$ cat src/rtl/teclado_entrada_nbits_pkg.sv
// Shared key codes, FSM states and the keypad row/column lookup for the keypad entry path.
package teclado_entrada_nbits_pkg;

    typedef enum logic [3:0] {
        TECLA_0   = 4'd0,
        TECLA_1   = 4'd1,
        TECLA_2   = 4'd2,
        TECLA_3   = 4'd3,
        TECLA_4   = 4'd4,
        TECLA_5   = 4'd5,
        TECLA_6   = 4'd6,
        TECLA_7   = 4'd7,
        TECLA_8   = 4'd8,
        TECLA_9   = 4'd9,
        TECLA_A   = 4'd10,
        TECLA_B   = 4'd11,
        TECLA_C   = 4'd12,
        TECLA_D   = 4'd13,
        TECLA_AST = 4'd14,
        TECLA_NUM = 4'd15
    } tecla_t;

    typedef enum logic [1:0] {
        ESCANEO = 2'd0,
        FILTRO  = 2'd1,
        ACCION  = 2'd2,
        SOLTAR  = 2'd3
    } estado_t;

    // Indexed by {fila, columna}; the first entry listed is row 3 / column 3.
    localparam logic [15:0][3:0] MAPA_TECLAS = {
        TECLA_D, TECLA_NUM, TECLA_0, TECLA_AST,
        TECLA_C, TECLA_9,   TECLA_8, TECLA_7,
        TECLA_B, TECLA_6,   TECLA_5, TECLA_4,
        TECLA_A, TECLA_3,   TECLA_2, TECLA_1
    };

    function automatic logic [3:0] tecla_de(input logic [1:0] fila, input logic [1:0] col);
        return MAPA_TECLAS[{fila, col}];
    endfunction

endpackage

$ cat src/rtl/teclado_entrada_nbits_tick_ms.sv
// Millisecond prescaler: one-cycle tick every CICLOS_MS clocks, first one CICLOS_MS cycles after reset.
module tick_ms #(
    parameter int CICLOS_MS = 50000
) (
    input  logic reloj_FPGA,
    input  logic reset,
    output logic tick
);
    localparam int CW = (CICLOS_MS > 1) ? $clog2(CICLOS_MS) : 1;
    localparam logic [CW-1:0] ULTIMO = CW'(CICLOS_MS - 1);

    logic [CW-1:0] cuenta_reg;

    always_ff @(posedge reloj_FPGA or posedge reset) begin
        if (reset) begin
            cuenta_reg <= '0;
        end else if (cuenta_reg == ULTIMO) begin
            cuenta_reg <= '0;
        end else begin
            cuenta_reg <= cuenta_reg + 1'b1;
        end
    end

    assign tick = (cuenta_reg == ULTIMO);

endmodule

$ cat src/rtl/teclado_entrada_nbits.sv
// 4x4 keypad scanner/debouncer accumulating decimal digits into a CANT_BITS binary value.
// Define TECLADO_BORRAR_EN to make key B a backspace (acumulado / 10).
module teclado_entrada_nbits
    import teclado_entrada_nbits_pkg::*;
#(
    parameter int CANT_BITS   = 12,
    parameter int CICLOS_MS   = 50000,
    parameter int DEBOUNCE_MS = 20
) (
    input  logic                 reloj_FPGA,
    input  logic                 reset,
    input  logic [3:0]           filas,
    output logic [3:0]           columnas,
    output logic [CANT_BITS-1:0] acumulado,
    output logic [CANT_BITS-1:0] regNbits,
    output logic                 dato_valido,
    output logic                 desborde
);
    localparam int CW = $clog2(DEBOUNCE_MS + 1);
    localparam logic [CW-1:0] DEB = CW'(DEBOUNCE_MS);
    localparam logic [CANT_BITS+3:0] DIEZ = (CANT_BITS+4)'(10);

    logic                 tick;
    logic [3:0]           filas_meta_reg, filas_sync_reg;
    estado_t              estado_reg;
    logic [1:0]           col_reg;
    logic [3:0]           tecla_reg;
    logic [3:0]           patron_reg;
    logic [CW-1:0]        cuenta_reg;
    logic [CW-1:0]        cuenta_inc;
    logic [CANT_BITS-1:0] acumulado_reg, regNbits_reg;
    logic                 dato_valido_reg, desborde_reg;

    logic [3:0]           bajas;
    logic                 una_fila;
    logic [1:0]           fila_idx;
    logic [CANT_BITS+3:0] siguiente;

    tick_ms #(.CICLOS_MS(CICLOS_MS)) u_tick (
        .reloj_FPGA (reloj_FPGA),
        .reset      (reset),
        .tick       (tick)
    );

    assign bajas      = ~filas_sync_reg;
    assign una_fila   = (bajas != 4'd0) && ((bajas & (bajas - 4'd1)) == 4'd0);
    assign cuenta_inc = cuenta_reg + 1'b1;
    // Wide enough that (2^CANT_BITS-1)*10+9 never wraps, so the top nibble flags overflow.
    assign siguiente  = ({4'b0000, acumulado_reg} * DIEZ) + {{CANT_BITS{1'b0}}, tecla_reg};

    always_comb begin
        fila_idx = 2'd0;
        case (bajas)
            4'b0010: fila_idx = 2'd1;
            4'b0100: fila_idx = 2'd2;
            4'b1000: fila_idx = 2'd3;
            default: fila_idx = 2'd0;
        endcase
    end

`ifdef TECLADO_BORRAR_EN
    logic [CANT_BITS-1:0] acumulado_div10;
    assign acumulado_div10 = acumulado_reg / CANT_BITS'(10);
`endif

    always_ff @(posedge reloj_FPGA or posedge reset) begin
        if (reset) begin
            filas_meta_reg  <= 4'hF;
            filas_sync_reg  <= 4'hF;
            estado_reg      <= ESCANEO;
            col_reg         <= 2'd0;
            tecla_reg       <= 4'd0;
            patron_reg      <= 4'hF;
            cuenta_reg      <= '0;
            acumulado_reg   <= '0;
            regNbits_reg    <= '0;
            dato_valido_reg <= 1'b0;
            desborde_reg    <= 1'b0;
        end else begin
            filas_meta_reg  <= filas;
            filas_sync_reg  <= filas_meta_reg;
            dato_valido_reg <= 1'b0;
            case (estado_reg)
                ESCANEO: if (tick) begin
                    if (una_fila) begin
                        tecla_reg  <= tecla_de(fila_idx, col_reg);
                        patron_reg <= filas_sync_reg;
                        cuenta_reg <= '0;
                        estado_reg <= FILTRO;
                    end else begin
                        col_reg <= col_reg + 2'd1;
                    end
                end
                FILTRO: if (tick) begin
                    if (filas_sync_reg == patron_reg) begin
                        cuenta_reg <= cuenta_inc;
                        if (cuenta_inc == DEB) estado_reg <= ACCION;
                    end else begin
                        estado_reg <= ESCANEO;
                        col_reg    <= col_reg + 2'd1;
                    end
                end
                ACCION: begin
                    cuenta_reg <= '0;
                    estado_reg <= SOLTAR;
                    if (tecla_reg <= TECLA_9) begin
                        if (siguiente[CANT_BITS+3:CANT_BITS] == 4'd0)
                            acumulado_reg <= siguiente[CANT_BITS-1:0];
                        else
                            desborde_reg <= 1'b1;
                    end else if (tecla_reg == TECLA_A) begin
                        regNbits_reg    <= acumulado_reg;
                        dato_valido_reg <= 1'b1;
                        acumulado_reg   <= '0;
                        desborde_reg    <= 1'b0;
                    end else if (tecla_reg == TECLA_C) begin
                        acumulado_reg <= '0;
                        desborde_reg  <= 1'b0;
`ifdef TECLADO_BORRAR_EN
                    end else if (tecla_reg == TECLA_B) begin
                        acumulado_reg <= acumulado_div10;
                        desborde_reg  <= 1'b0;
`endif
                    end
                end
                SOLTAR: if (tick) begin
                    // Any low row restarts the release count, so a held key never repeats.
                    if (filas_sync_reg == 4'hF) begin
                        cuenta_reg <= cuenta_inc;
                        if (cuenta_inc == DEB) begin
                            estado_reg <= ESCANEO;
                            col_reg    <= col_reg + 2'd1;
                        end
                    end else begin
                        cuenta_reg <= '0;
                    end
                end
                default: estado_reg <= ESCANEO;
            endcase
        end
    end

    assign columnas    = ~(4'b0001 << col_reg);
    assign acumulado   = acumulado_reg;
    assign regNbits    = regNbits_reg;
    assign dato_valido = dato_valido_reg;
    assign desborde    = desborde_reg;

endmodule

$ cat config.mk
export PLATFORM = sky130hd
export DESIGN_NAME = teclado_entrada_nbits
export DESIGN_NICKNAME = d
export VERILOG_FILES = /design/src/rtl/teclado_entrada_nbits_pkg.sv /design/src/rtl/teclado_entrada_nbits_tick_ms.sv /design/src/rtl/teclado_entrada_nbits.sv
export SDC_FILE = /design/constraint.sdc
export NUM_CORES = 1
export LEC_CHECK = 0
export ABC_AREA = 1
export CAP_MARGIN = 20
export CORE_MARGIN = 3
export CORE_UTILIZATION = 45
export CTS_CLUSTER_DIAMETER = 50
export CTS_CLUSTER_SIZE = 24
export DETAILED_ROUTE_END_ITERATION = 12
export DONT_BUFFER_PORTS = 1
export PLACE_DENSITY = 0.61
export SYNTH_ARGS = -nofsm -noshare
export SYNTH_HDL_FRONTEND = slang
export SYNTH_HIERARCHICAL = 1
export SYNTH_SLANG_ARGS = --single-unit
$ cat constraint.sdc
create_clock -name reloj_FPGA -period 7.6 [get_ports reloj_FPGA]
set_input_delay 0 -clock reloj_FPGA [delete_from_list [all_inputs] [get_ports reloj_FPGA]]
set_output_delay 0 -clock reloj_FPGA [all_outputs]
set_load 0.01 [all_outputs]
==> impl_metrics.prom <==
# TYPE chip_impl_metric gauge
chip_impl_metric{name="detailed_place_hpwl",unit="microns"} 7300
chip_impl_metric{name="drt_iter0_markers",unit=""} 158
chip_impl_metric{name="first_global_vias",unit=""} 3505
chip_impl_metric{name="clk-insertion-delay-late",unit="ns"} 0.34
chip_impl_metric{name="floorplan.die_area",unit="sq um"} 11100
chip_impl_metric{name="inserted_clock_buffers",unit=""} 9
chip_impl_metric{name="synth_cell_types",unit=""} 38
chip_impl_metric{name="dr.pass1.iters",unit=""} 7
chip_impl_metric{name="number_of_top_level_pins",unit=""} 36
chip_impl_metric{name="max_freq",unit="MHz"} 316
chip_impl_metric{name="grt_pass1_wl",unit="microns"} 16800
chip_impl_metric{name="synth_top_cell_area_share",unit=""} 0.311
chip_impl_metric{name="grt_max_degree",unit=""} 52
chip_impl_info{name="synth_area_leaders",value="sky130_fd_sc_hd__dfrtp_1 31%, sky130_fd_sc_hd__nand2_1 15%, sky130_fd_sc_hd__ha_1 10%"} 1
chip_impl_metric{name="synthesis.yosys.warnings",unit=""} 6
chip_impl_info{name="critPathSlowestCell",value="sky130_fd_sc_hd__fa_1"} 1
chip_impl_metric{name="cts.repair_timing.setup_buffer_count",unit=""} 0
chip_impl_metric{name="max_cap_violations",unit=""} 0
chip_impl_metric{name="postSynthCellCount",unit=""} 593
chip_impl_metric{name="initial_core_util",unit=""} 0.470
chip_impl_metric{name="tritoncts_num_sinks",unit=""} 67
chip_impl_metric{name="antennaDiodeCount",unit=""} 0
chip_impl_metric{name="ctsLongestPathBuffers",unit=""} 2
chip_impl_metric{name="report.final.setup_viol",unit=""} 0
chip_impl_metric{name="grt_overflow",unit=""} 0
chip_impl_metric{name="hold_viol",unit=""} 0
chip_impl_metric{name="syn_nets",unit=""} 638
chip_impl_metric{name="timing.critical_path.fanout_max",unit=""} 13
chip_impl_info{name="cts_tree",value="done"} 1
chip_impl_metric{name="layout-area-overhead-vs-synth",unit="%"} 10.1
chip_impl_metric{name="fp.dieH",unit="microns"} 105
chip_impl_info{name="run_status",value="finished, final reports clean"} 1
chip_impl_metric{name="viasPerCell",unit=""} 5.03
chip_impl_info{name="timing.critical_path.cells",value="ha_1, ha_1, fa_1, nand2_1, inv_1, nand4_1, a21oi_1, nand3_2, nor2_2, nand3_1, a21oi_1, nand2_2, nand2_4, nand2_4, nand2_1, nand2_1"} 1
chip_impl_metric{name="worst_slew_pin_slew",unit="ns"} 0.879
chip_impl_metric{name="global_route.usage.met3",unit=""} 0.0537
chip_impl_metric{name="synth-seq-cells",unit=""} 67
chip_impl_metric{name="slowest_delay",unit="ns"} 0.53
chip_impl_metric{name="die_width",unit="microns"} 105
chip_impl_info{name="critPathLaunchType",value="register"} 1
chip_impl_info{name="synth_top_cell_by_area",value="sky130_fd_sc_hd__dfrtp_1"} 1
chip_impl_metric{name="drive_gt1_frac",unit=""} 0.0966
chip_impl_metric{name="routabilityCongestion",unit=""} 0.871
chip_impl_metric{name="number_of_antenna_violations_at_the_first_check_in_global_routing",unit=""} 0
chip_impl_metric{name="irDropWorstVdd",unit="V"} 0.000102
chip_impl_metric{name="drt.antenna.violating_nets",unit=""} 0
chip_impl_metric{name="dr_total_vias",unit=""} 3723
chip_impl_metric{name="groute.layer.met1.usage",unit=""} 0.256
chip_impl_metric{name="drt-total-wl",unit="microns"} 9700
chip_impl_metric{name="synth.yosys.seq_area_share",unit=""} 0.382
chip_impl_metric{name="number_of_max_slew_violations_in_the_final_report",unit=""} 0
chip_impl_metric{name="groute.usage.overall",unit=""} 0.185
chip_impl_metric{name="synth_area_per_cell",unit="sq um"} 7.47
chip_impl_info{name="layout.cells.most_common_list",value="176 x sky130_fd_sc_hd__nand2_1, 78 x sky130_fd_sc_hd__inv_1, 55 x sky130_fd_sc_hd__nor2_1, 55 x sky130_fd_sc_hd__dfrtp_1, 46 x sky130_fd_sc_hd__nand3_1"} 1
chip_impl_metric{name="cts.htree.levels",unit=""} 3
chip_impl_metric{name="worst_hold_slack",unit="ns"} 0.0910
chip_impl_metric{name="wire_per_inst",unit="microns"} 13.1
chip_impl_info{name="critPathTopFamily",value="adder cells"} 1
chip_impl_metric{name="slew-limit-headroom",unit=""} 0.412
chip_impl_metric{name="period_minus_slack",unit="ns"} 3.17
chip_impl_info{name="mostFrequentLayoutCell",value="sky130_fd_sc_hd__nand2_1"} 1
chip_impl_metric{name="grt_util_met2",unit=""} 0.289
chip_impl_metric{name="cp.required",unit="ns"} 7.83
chip_impl_metric{name="static-leakage-power",unit="nW"} 2.58
chip_impl_metric{name="crit_buf_inv",unit=""} 1
chip_impl_metric{name="row_count",unit=""} 35
chip_impl_metric{name="power_per_cell_area",unit="nW/um^2"} 151
chip_impl_info{name="timing_worst_setup_path_type",value="reg2reg"} 1
chip_impl_info{name="top_usage_layer",value="met2"} 1
chip_impl_metric{name="synthesis.area",unit="sq um"} 4430
chip_impl_metric{name="largest_reg_flops",unit=""} 16
chip_impl_info{name="timing.hold.worst.class",value="in2async"} 1
chip_impl_metric{name="final_nets",unit=""} 651
chip_impl_metric{name="drcViolationCount",unit=""} 0
chip_impl_metric{name="fp.coreArea",unit="sq um"} 9420
chip_impl_metric{name="final.setup_skew",unit="ns"} 0.0125
chip_impl_info{name="clockRootBuffer",value="sky130_fd_sc_hd__clkbuf_8"} 1
chip_impl_info{name="library_cell_appearing_most_often_on_the_critical_path",value="sky130_fd_sc_hd__nand2_1"} 1
chip_impl_info{name="critPathCaptureType",value="register"} 1
chip_impl_metric{name="timing.final.crit_share",unit=""} 0.417
chip_impl_metric{name="setup_tns",unit="ns"} 0
chip_impl_info{name="rsz0062_at_grt",value="false"} 1
chip_impl_metric{name="port-buffer-count",unit=""} 0
chip_impl_metric{name="worst_ep_arrival_time",unit="ns"} 3.39
chip_impl_metric{name="clk_pin_slew_worst_paths",unit="ns"} 0.08
## path summary, 6_finish.rpt
| kind | from | endpoint | slack, ns | depth (start not counted) |
|---|---|---|---|---|
| worst max-delay path | acumulado[3] | acumulado[6] | 4.43 | 16 |
| worst min-delay path | reset | regNbits[10] | 0.09 | 2 |
| worst max register to register | acumulado[3] | acumulado[6] | 4.43 | 16 |
| worst min register to register | filas_meta_reg[2] | filas_sync_reg[2] | 0.36 | 0 |
| max in group asynchronous | reset | patron_reg[1] | 6.93 | 3 |
| min in group reloj_FPGA | filas[3] | filas_meta_reg[3] | 0.20 | 1 |
## where the power goes
group / internal, mW / switching (mW)
clock network: 0.217 / 0.140
registers: 0.360 / 0.00193
logic: 0.00537 / 0.0118
## metal layers
metal / wire length (microns) / part of all wire / up-vias
met3: 519 / 0.054 / 7
met4: 65 / 0.0067 / 0
met2: 4290 / 0.44 / 76
met5: 0 / 0 / -
li1: - / - / 1918
met1: 4830 / 0.50 / 1722
## timing repair
| item | in CTS | in global routing |
|---|---|---|
| resized for setup | 0 | 0 |
| hold buffers | 5 | 0 |
| endpoints found under the hold margin | 59 | 0 |
## cell type report
| type | count | area, sq um |
|---|---|---|
| inverter | 83 | 312 |
| timing repair buffer | 7 | 77.6 |
| fill | 911 | 4540 |
| clock buffer | 9 | 124 |
| clock inverter | 7 | 116 |
| sequential | 67 | 1690 |
| tap | 129 | 161 |
| multi-input combinational | 438 | 2390 |
## synth_stat cells
| cell type | count |
|---|---|
| sky130_fd_sc_hd__dfstp_2 | 12 |
| sky130_fd_sc_hd__a31oi_1 | 4 |
| sky130_fd_sc_hd__fa_1 | 2 |
| sky130_fd_sc_hd__nand2_4 | 2 |
| sky130_fd_sc_hd__inv_2 | 2 |
| sky130_fd_sc_hd__or2_2 | 1 |
| sky130_fd_sc_hd__nand2_2 | 9 |
| sky130_fd_sc_hd__xnor2_1 | 4 |
| sky130_fd_sc_hd__clkbuf_1 | 3 |
| sky130_fd_sc_hd__clkinv_1 | 2 |
| sky130_fd_sc_hd__a21boi_0 | 1 |
| sky130_fd_sc_hd__nand2_1 | 176 |
| sky130_fd_sc_hd__nand3b_1 | 1 |
| sky130_fd_sc_hd__nand3_2 | 5 |
| sky130_fd_sc_hd__a31o_2 | 1 |
| sky130_fd_sc_hd__nor2_2 | 6 |
| sky130_fd_sc_hd__nand4_1 | 7 |
| sky130_fd_sc_hd__nor3_1 | 7 |
| sky130_fd_sc_hd__o21ai_2 | 1 |
| sky130_fd_sc_hd__xor2_1 | 11 |
| sky130_fd_sc_hd__a21o_1 | 1 |
| sky130_fd_sc_hd__o21a_1 | 1 |
| sky130_fd_sc_hd__o221ai_1 | 1 |
| sky130_fd_sc_hd__nor2_1 | 55 |
| sky130_fd_sc_hd__a21oi_2 | 1 |
| sky130_fd_sc_hd__a21oi_1 | 21 |
| sky130_fd_sc_hd__or2_4 | 1 |
| sky130_fd_sc_hd__o21bai_1 | 3 |
| sky130_fd_sc_hd__o211ai_1 | 3 |
| sky130_fd_sc_hd__o21ai_0 | 26 |
| sky130_fd_sc_hd__dfrtp_1 | 55 |
| sky130_fd_sc_hd__buf_6 | 2 |
| sky130_fd_sc_hd__o22ai_1 | 1 |
| sky130_fd_sc_hd__ha_1 | 37 |
| sky130_fd_sc_hd__inv_1 | 79 |
| sky130_fd_sc_hd__a211oi_1 | 2 |
| sky130_fd_sc_hd__nand3_1 | 46 |
| sky130_fd_sc_hd__and3_1 | 1 |
## worst reg2reg max path, stage by stage, from the launching register on
cell and delay [ns]:
sky130_fd_sc_hd__dfrtp_1 0.47, sky130_fd_sc_hd__ha_1 0.31, sky130_fd_sc_hd__ha_1 0.24, sky130_fd_sc_hd__fa_1 0.53, sky130_fd_sc_hd__nand2_1 0.06, sky130_fd_sc_hd__inv_1 0.07, sky130_fd_sc_hd__nand4_1 0.10, sky130_fd_sc_hd__a21oi_1 0.23
sky130_fd_sc_hd__nand3_2 0.13, sky130_fd_sc_hd__nor2_2 0.12, sky130_fd_sc_hd__nand3_1 0.09, sky130_fd_sc_hd__a21oi_1 0.18, sky130_fd_sc_hd__nand2_2 0.10, sky130_fd_sc_hd__nand2_4 0.14, sky130_fd_sc_hd__nand2_4 0.13, sky130_fd_sc_hd__nand2_1 0.11
sky130_fd_sc_hd__nand2_1 0.06
## cells by family (layout without fill, tap and decap cells)
logic type               after synthesis  in the layout  share of synthesized area
buffers and inverters                 88            106                     0.0780
XOR/XNOR                              15             15                     0.0297
flip-flops                            67             67                      0.382
AND/OR/NAND/NOR                      317            317                      0.310
adder cells (fa/ha/maj)               39             39                      0.114
AO/OA/AOI/OAI                         67             67                     0.0868
## metrics by stage
step	cell area [sq um]	util	std cells	worst slack [ns]	total power, mW
global route	4870	0.517	740	4.12	0.764
finish	4870	0.517	740	4.43	0.737
floorplan	4430	-	593	4.74	0.379
detailed placement	4560	0.485	718	4.49	0.383
CTS	4850	0.515	739	4.45	0.746
global placement	4560	0.485	718	4.57	0.383
Note: power is estimated with default switching activity, not from simulation.
